[src/rtl/riscv_imm_pkg.sv]
// -----------------------------------------------------------------------------
// riscv_imm_pkg
// Shared definitions for the pipelined immediate generator.
//   IMM_*        : 3-bit immediate format select codes driven on imm_src
//   buf_state_e  : occupancy of the two-entry output skid buffer
// -----------------------------------------------------------------------------
package riscv_imm_pkg;

   localparam logic [2:0] IMM_I   = 3'b000;
   localparam logic [2:0] IMM_S   = 3'b001;
   localparam logic [2:0] IMM_U   = 3'b010;
   localparam logic [2:0] IMM_B   = 3'b011;
   localparam logic [2:0] IMM_J   = 3'b100;
   localparam logic [2:0] IMM_Z   = 3'b101;
   localparam logic [2:0] IMM_SH  = 3'b110;
   localparam logic [2:0] IMM_BAD = 3'b111;

   // EMPTY: nothing buffered, ONE: main register valid,
   // FULL: main holds the oldest entry and skid holds the next one.
   typedef enum logic [1:0] {
      EMPTY,
      ONE,
      FULL
   } buf_state_e;

endpackage

[src/rtl/imm_decode.sv]
// -----------------------------------------------------------------------------
// imm_decode
// Combinational immediate extractor for RV32/RV64 instruction formats.
//   i_instr  : raw 32-bit instruction word
//   i_immSrc : immediate format select (IMM_* codes)
//   o_imm    : immediate extended to XLEN bits
//   o_err    : format select is illegal for this XLEN
// -----------------------------------------------------------------------------
module imm_decode
   import riscv_imm_pkg::*;
#(
   parameter int XLEN = 32
) (
   input  logic [31:0]     i_instr,
   input  logic [2:0]      i_immSrc,
   output logic [XLEN-1:0] o_imm,
   output logic            o_err
);

   // The opcode field never contributes to an immediate.
   logic w_unusedOpcode;
   assign w_unusedOpcode = ^i_instr[6:0];

   // Signed size casts perform the replication of instr[31] up to XLEN, which
   // also gives the RV64 sign extension of bit 31 for U-type for free.
   // The default path covers IMM_BAD so every select yields a defined value.
   always_comb begin
      o_imm = '0;
      o_err = 1'b0;
      case (i_immSrc)
         IMM_I: o_imm = XLEN'($signed(i_instr[31:20]));
         IMM_S: o_imm = XLEN'($signed({i_instr[31:25], i_instr[11:7]}));
         IMM_B: o_imm = XLEN'($signed({i_instr[31], i_instr[7], i_instr[30:25],
                                       i_instr[11:8], 1'b0}));
         IMM_U: o_imm = XLEN'($signed({i_instr[31:12], 12'b0}));
         IMM_J: o_imm = XLEN'($signed({i_instr[31], i_instr[19:12], i_instr[20],
                                       i_instr[30:21], 1'b0}));
         IMM_Z: o_imm = XLEN'(i_instr[19:15]);
         IMM_SH: begin
            if (XLEN == 64) begin
               o_imm = XLEN'(i_instr[25:20]);
            end else begin
               o_imm = XLEN'(i_instr[24:20]);
               o_err = i_instr[25];
            end
         end
         default: begin
            o_imm = '0;
            o_err = 1'b1;
         end
      endcase
   end

endmodule

[src/rtl/imm_gen_pipe.sv]
// -----------------------------------------------------------------------------
// imm_gen_pipe
// Immediate decoder registered behind a two-entry valid/ready skid buffer.
//   clk, rst_n          : clock, asynchronous active-low reset
//   flush               : synchronous discard of all buffered entries
//   in_valid / in_ready : upstream handshake
//   instr, imm_src      : instruction word and immediate format select
//   in_tag / out_tag    : sideband carried alongside each immediate
//   out_valid/out_ready : downstream handshake
//   imm_ext, imm_err    : extended immediate and illegal-format flag
// -----------------------------------------------------------------------------
module imm_gen_pipe
   import riscv_imm_pkg::*;
#(
   parameter int XLEN  = 32,
   parameter int TAG_W = 32
) (
   input  logic             clk,
   input  logic             rst_n,
   input  logic             flush,
   input  logic             in_valid,
   output logic             in_ready,
   input  logic [31:0]      instr,
   input  logic [2:0]       imm_src,
   input  logic [TAG_W-1:0] in_tag,
   output logic             out_valid,
   input  logic             out_ready,
   output logic [XLEN-1:0]  imm_ext,
   output logic [TAG_W-1:0] out_tag,
   output logic             imm_err
);

   buf_state_e       r_state;
   buf_state_e       w_nextState;
   logic             w_push;
   logic             w_pop;
   logic             w_loadMainIn;
   logic             w_loadMainSkid;
   logic             w_loadSkid;
   logic [XLEN-1:0]  w_decImm;
   logic             w_decErr;
   logic [XLEN-1:0]  r_mainImm;
   logic [TAG_W-1:0] r_mainTag;
   logic             r_mainErr;
   logic [XLEN-1:0]  r_skidImm;
   logic [TAG_W-1:0] r_skidTag;
   logic             r_skidErr;

   imm_decode #(
      .XLEN(XLEN)
   ) u_decode (
      .i_instr (instr),
      .i_immSrc(imm_src),
      .o_imm   (w_decImm),
      .o_err   (w_decErr)
   );

   // Both handshake outputs depend only on the state register, so out_ready
   // never reaches in_ready combinationally and the stall chain stays cut.
   assign in_ready  = (r_state != FULL);
   assign out_valid = (r_state != EMPTY);
   assign w_push    = in_valid & in_ready;
   assign w_pop     = out_valid & out_ready;

   // State register; reset drops every buffered entry.
   always_ff @(posedge clk or negedge rst_n) begin
      if (!rst_n) begin
         r_state <= EMPTY;
      end else begin
         r_state <= w_nextState;
      end
   end

   // Next-state and load selection. Flush overrides any concurrent push or
   // pop. A simultaneous push and pop in ONE replaces main directly, so the
   // skid register is only ever used while downstream is stalled.
   always_comb begin
      w_nextState    = r_state;
      w_loadMainIn   = 1'b0;
      w_loadMainSkid = 1'b0;
      w_loadSkid     = 1'b0;
      if (flush) begin
         w_nextState = EMPTY;
      end else begin
         case (r_state)
            EMPTY: begin
               if (w_push) begin
                  w_nextState  = ONE;
                  w_loadMainIn = 1'b1;
               end
            end
            ONE: begin
               if (w_push && w_pop) begin
                  w_loadMainIn = 1'b1;
               end else if (w_push) begin
                  w_nextState = FULL;
                  w_loadSkid  = 1'b1;
               end else if (w_pop) begin
                  w_nextState = EMPTY;
               end
            end
            FULL: begin
               if (w_pop) begin
                  w_nextState    = ONE;
                  w_loadMainSkid = 1'b1;
               end
            end
            default: w_nextState = EMPTY;
         endcase
      end
   end

   // Data registers only change on a load, which keeps the presented entry
   // stable while downstream stalls. Stale contents after a flush are harmless
   // because out_valid is low.
   always_ff @(posedge clk or negedge rst_n) begin
      if (!rst_n) begin
         r_mainImm <= '0;
         r_mainTag <= '0;
         r_mainErr <= 1'b0;
         r_skidImm <= '0;
         r_skidTag <= '0;
         r_skidErr <= 1'b0;
      end else begin
         if (w_loadMainIn) begin
            r_mainImm <= w_decImm;
            r_mainTag <= in_tag;
            r_mainErr <= w_decErr;
         end else if (w_loadMainSkid) begin
            r_mainImm <= r_skidImm;
            r_mainTag <= r_skidTag;
            r_mainErr <= r_skidErr;
         end
         if (w_loadSkid) begin
            r_skidImm <= w_decImm;
            r_skidTag <= in_tag;
            r_skidErr <= w_decErr;
         end
      end
   end

   assign imm_ext = r_mainImm;
   assign out_tag = r_mainTag;
   assign imm_err = r_mainErr;

endmodule
[config.mk]
export PLATFORM = sky130hd
export DESIGN_NAME = imm_gen_pipe
export DESIGN_NICKNAME = d
export VERILOG_FILES = /design/src/rtl/riscv_imm_pkg.sv /design/src/rtl/imm_decode.sv /design/src/rtl/imm_gen_pipe.sv
export SDC_FILE = /design/constraint.sdc
export NUM_CORES = 1
export LEC_CHECK = 0
export ABC_AREA = 0
export ABC_CLOCK_PERIOD_IN_PS = 1700
export BUFFER_PORTS_ARGS = -buffer_cell sky130_fd_sc_hd__clkbuf_2
export CORE_MARGIN = 1.5
export CORE_UTILIZATION = 40
export CTS_CLUSTER_SIZE = 40
export DETAILED_ROUTE_END_ITERATION = 8
export GPL_TIMING_DRIVEN = 0
export HOLD_SLACK_MARGIN = 0.15
export PLACE_DENSITY = 0.6
export SYNTH_ARGS = -nofsm -noshare
export SYNTH_HDL_FRONTEND = slang
export SYNTH_SLANG_ARGS = --single-unit
export TNS_END_PERCENT = 100
[constraint.sdc]
create_clock -name clk -period 1.7 [get_ports clk]
set_clock_uncertainty 0.1 [all_clocks]
set_input_delay 0.34 -clock clk [delete_from_list [all_inputs] [get_ports clk]]
set_output_delay 0.34 -clock clk [all_outputs]
set_load 0.02 [all_outputs]
Word-level counts from Yosys, hierarchy flattened:

Cells that the tools add are included.

* equality and inequality tests: 13
* muxes and demuxes: 25
* bitwise gates (word level): 2
* reductions and logical operators: 7

Operators with widths (count)
* $pmux 32 s7: 1
* $mux 32: 4
* $mux 2: 6
* $mux 1: 11
* $eq 3x3->1 const B: 3
* $ne 3x3->1 const B: 3
* $eq 3x2->1 const B: 2
* $pmux 2 s3: 1
* $reduce_or 6->1: 1
* $ne 4x4->1 const B: 1
* $pmux 1 s2: 2
* $reduce_and 4->1: 1
* $reduce_bool 2->1: 2
* $eq 3x1->1 const B: 1
* $logic_not 3->1: 1
* $and 1x1->1: 2
* $eq 2x1->1 const B: 1
* $eq 2x2->1 const B: 1
* $logic_not 2->1: 1
* $ne 2x2->1 const B: 1
* $logic_and 1x1->1: 1

* flip-flop bits (word level): 132
* input port bits: 72
* output and inout port bits: 67

Logic depth before layout (Yosys ltp):

* word-level depth: 7
* gate-level depth with buffers: 7
* mapped depth without buffers: 4

By module:

Synthesis repeated with hierarchy kept, for this count alone.

* cell total of the unflattened synthesis: 462
* area, all modules: 6090.8 um^2

Modules (own cells, without submodules)
* imm_gen_pipe: times used 1, cells each 370, area each 5492.8 um^2, seq. area each 3303.2 um^2
* imm_decode: times used 1, cells each 92, area each 598.1 um^2, seq. area each 0.0 um^2

Worst setup path before layout:

No wires, ideal clock.

* path type: reg2reg
* start: register r_state[1]
* end: register r_skidTag[10]
* library setup time: 0.125 ns
* arrival time: 1.340 ns
* data required time: 1.475 ns
* path slack: 0.135 ns
* cell stages (with the launch flop): 5
* buffers on the path: 1
* cells stage by stage: dfrtp_1 -> nor3b_4 -> nand2_4 -> buf_6 -> mux2_4

* longest elaborated chain between the ends: 6

RTL lines
* start: declaration: line imm_gen_pipe.sv:33 `buf_state_e r_state;`
* start signal: assignment: line imm_gen_pipe.sv:70 `r_state <= w_nextState;`
* $ne 2x2->1 / $reduce_bool 2->1 (equally long branches): line imm_gen_pipe.sv:60, imm_gen_pipe.sv:61
* $and 1x1->1, on equally long branches: line imm_gen_pipe.sv:62, imm_gen_pipe.sv:63
* $mux 1 / $logic_and 1x1->1 (equally long branches): line imm_gen_pipe.sv:95, imm_gen_pipe.sv:93
* $mux 1: line imm_gen_pipe.sv:93 `if (w_push && w_pop) begin`
* $mux 1 (*): line imm_gen_pipe.sv:85 `case (r_state)`
* $mux 1 (*): line imm_gen_pipe.sv:82 `if (flush) begin`
* end signal: assignment: line imm_gen_pipe.sv:136 `r_skidTag <= in_tag;`
* end: declaration: line imm_gen_pipe.sv:46 `logic [TAG_W-1:0] r_skidTag;`

Every way passes the cells marked *; elsewhere a longest branch is shown, timed or not.
A chain may end at the register's enable or synchronous reset.

Worst setup path in the final report:

* start: register r_state[1]
* end: output out_valid

* longest elaborated chain between the ends: 1

RTL lines
* $reduce_bool 2->1: line imm_gen_pipe.sv:61 `assign out_valid = (r_state != EMPTY);`
* end: declaration: line imm_gen_pipe.sv:26 `output logic out_valid,`

No other way between the ends.

==> results.md <==
- Status: finished with violations
- Failing checks: setup timing
- Max FO, Critical Path: 7
- Fin. Hold Viols: 0
- Synthesized flop and latch total: 132
- R2R Path Start: r_state[1]$_DFFE_PN0P_
- Chip width: 127 um
- Data arrival time at the worst-slack endpoint: 1.27 ns
- First-pass GRT wire length: 26200 um
- Syn_area_per_cell: 11.2 um^2
- Synth async-reset ratio: 100%
- Setup violators final: 2
- CTS tree: yes
- Slowest CP cell: dfrtp_2
- Initial DRC count: 267
- Gr ovfl total: 0
- Layout area overhead: 45.7%
- Most frequent cells in the layout: dfrtp_1 (130), clkbuf_2 (129), nand2_1 (92)
- Input/output buffers: 129
- WP data required: 1.26 ns
- Fmax: 0.586 GHz
- Clk slew on worst S/H paths: 0.06 ns
- Initial core utilization: 40.5%
- Pin slew with the least headroom to its limit: 0.658 ns
- Mux contribution to synthesized area: 8.75%
- Clock power frac: 40.3%
- CP peak stage delay: 0.47 ns
- Synth Area in Simple Gates: 14.5%
- PD cells: 1240 nW/um^2
- Final Core Density: 59.1%
- Drt wl/cell: 17.8 um
- Die area: 16000 um^2
- Clock Latency Late Sink: 0.42 ns
- NumNets Final: 832
- Worst-case clock buffer depth: 2
- Slew headroom: 56.0%
- CTS Buf Count: 17
- Initial antenna violation count: 0
- I/O pin total: 139
- Dominant cells by area after synthesis: dfrtp_1 (54%), mux2_4 (8.1%), nand2_1 (7.4%)
- Hold slack: 0.177 ns
- 1st-pass router iterations: 4
- Post-synth top area share: 54.0%
- Most common cell after layout, fill and taps aside: dfrtp_1
- Post-synthesis compound-gate area fraction: 17.0%
- Root Buffer: clkbuf_16
- DIE HEIGHT: 127 um
- Xor/xnor cell area share of the yosys netlist: 0%
- R2R Setup Slk: 0 ns
- CP Capture Type: output port
- P_leak: 4.21 nW
- WP buf/inv: 1
- Largest family of logic cells by synthesized area: compound AO/OA/AOI/OAI gates
- Fin crit share: 100%
- DRT antenna net count: 0
- Critical Path Source Type: register
- Layout cell share with drive strength beyond 1: 45.3%
- Syn Nets: 618
- Top FF cell, synth: dfrtp_1
- Fill cells: 1273
- Routability congestion estimate: 0.839
- Hold Crit Class: in2reg
- Worst flop-to-flop path endpoint: r_skidTag[7]$_DFFE_PN0P_
- Register area share after synthesis: 54.0%
- Post-synth EDFFs: 0
- Switch Pwr: 3.07 mW
- Hold Path Origin: instr[15]
- Antenna cells: 0
- Synth Area in Adders: 0%
- CP cell instances: or2_4 > buf_8
- Synth area leader: dfrtp_1
- Hold path endpoint: r_skidImm[15]$_DFFE_PN0P_
- Final WL: 17100 um
- Seq pwr share: 38.6%
- Sink Count: 132
- Core Box Area: 15100 um^2
- RSZ-0062 raised after global routing: yes
- Crit Path Class: reg2out
- Cell count after synthesis: 546
- CTS H-tree lvls: 4
- Combinational power share: 21.1%
- Top delay family on crit path: flip-flops
- Cells on worst reg2reg path: 5
- Hold path depth: 3
- Count of final max-slew check failures: 0
- Period minus WS final: 1.71 ns
- HPWL after DPL: 10700 um
- Vias per cell: 5.26
- Max-Cap Viols: 0
- Switching part of the total power: 27.8%
- GRT Util Overall: 21.1%
- DRC: 0
- Largest net degree at the start of global routing: 96
- Final setup margin: -0.00650 ns
- Synth Warn #: 0
- Peak supply drop: 0.764 mV
- Synthesized area: 6120 um^2
- Netlist cell types: 38
- Row Count: 45
- Int Power: 7.97 mW
- Via count: 5051
- Vias in the first global route: 5017
-- worst max-delay path by stage --
stage                                       from                        end  slack, ns  cells past startpoint
after floorplan           r_state[1]$_DFFE_PN0P_  r_skidTag[10]$_DFFE_PN0P_       0.13                      4
after global placement                     rst_n    imm_ext[26]$_DFFE_PN0P_      -1.89                      1
after detailed placement                   flush    imm_ext[30]$_DFFE_PN0P_      -0.07                      5
after CTS                 r_state[0]$_DFFE_PN0P_                  out_valid      -0.03                      2
after global routing      r_state[1]$_DFFE_PN0P_                  out_valid      -0.06                      2
final                     r_state[1]$_DFFE_PN0P_                  out_valid     -0.007                      2
-- Yosys cell counts (2+ instances only) --
cell,instances
a22oi_1,42
a21oi_2,12
buf_2,10
nor3b_1,13
nand2_1,121
a211oi_2,12
nor2b_1,18
o211ai_1,7
a211oi_1,3
dfrtp_1,132
clkbuf_1,6
o21ai_1,13
mux2_4,33
buf_12,2
nor2_1,5
a31o_2,4
buf_6,18
o21ai_0,33
a21oi_1,17
inv_1,2
mux2i_1,4
or2_2,2
nand2b_1,9
nor3_1,12
buf_4,3
-- state kept, by name, summed over array words and instances (netlist names) --
| register | cells |
|---|---|
| imm_ext | 32 |
| imm_err | 1 |
| r_skidTag | 32 |
| r_skidErr | 1 |
| out_tag | 32 |
| r_state | 2 |
| r_skidImm | 32 |
-- layer usage --
layer | part of all wire, % | global-route usage (%) | wire, um | vias up
li1 | - | - | - | 2359
met1 | 45 | 27.7 | 7620 | 2524
met2 | 49 | 34.5 | 8390 | 145
met3 | 4.9 | 5.69 | 835 | 23
met4 | 1.5 | 6.28 | 260 | 0
met5 | 0 | 0 | 0 | -
-- cell type report --
class                      instances  area (um^2)  area share, %
timing repair buffer             195         1480           16.6
buffer                            41          459           5.15
multi-input combinational        371         2720           30.5
clock inverter                    12          249           2.79
sequential                       132         3310           37.1
inverter                           2         7.51         0.0842
tap                              188          235           2.64
clock buffer                      20          467           5.24
-- through the flow --
step / cell area (um^2) / std cells / worst slack [ns] / power, mW / setup TNS (ns)
final: 8910 / 961 / -0.00650 / 11.0 / -0.00740
after global routing: 8910 / 961 / -0.0553 / 11.5 / -2.53
after CTS: 8280 / 947 / -0.0313 / 10.8 / -0.0313
after detailed placement: 7030 / 864 / -0.0732 / 6.24 / -3.48
after global placement: 7000 / 863 / -1.89 / 6.16 / -248.61
after floorplan: 6120 / 546 / 0.135 / 5.51 / 0
-- timing repair --
action | CTS | global route
hold endpoints to repair | 121 | 1
hold buffers | 47 | 1
endpoints found under the setup margin | 100 | 124
buffers inserted | 4 | 5
pin swaps | 1 | 32
gates cloned | 0 | 8
gates resized for setup | 4 | 145
-- worst min-delay path, stage by stage --
cell and delay [ns]:
clkbuf_2 0.11, a21oi_1 0.09, o21ai_1 0.12
-- power groups by stage --
stage / Clock, mW / Sequential [mW] / Combinational (mW)
floorplan: 0 / 4.49 / 1.02
global placement: 0 / 4.20 / 1.96
detailed placement: 0 / 4.23 / 2.01
CTS: 4.49 / 4.19 / 2.13
global route: 4.63 / 4.33 / 2.52
finish: 4.44 / 4.26 / 2.33
-- cell families (layout without fill, tap and decap cells) --
| group | after synthesis | in the layout |
|---|---|---|
| AND/OR/NAND/NOR | 187 | 187 |
| AO/OA/AOI/OAI | 147 | 147 |
| flip-flops | 132 | 132 |
| buffers and inverters | 43 | 270 |
| multiplexers | 37 | 37 |
Note: power is estimated with default switching activity, not from simulation.
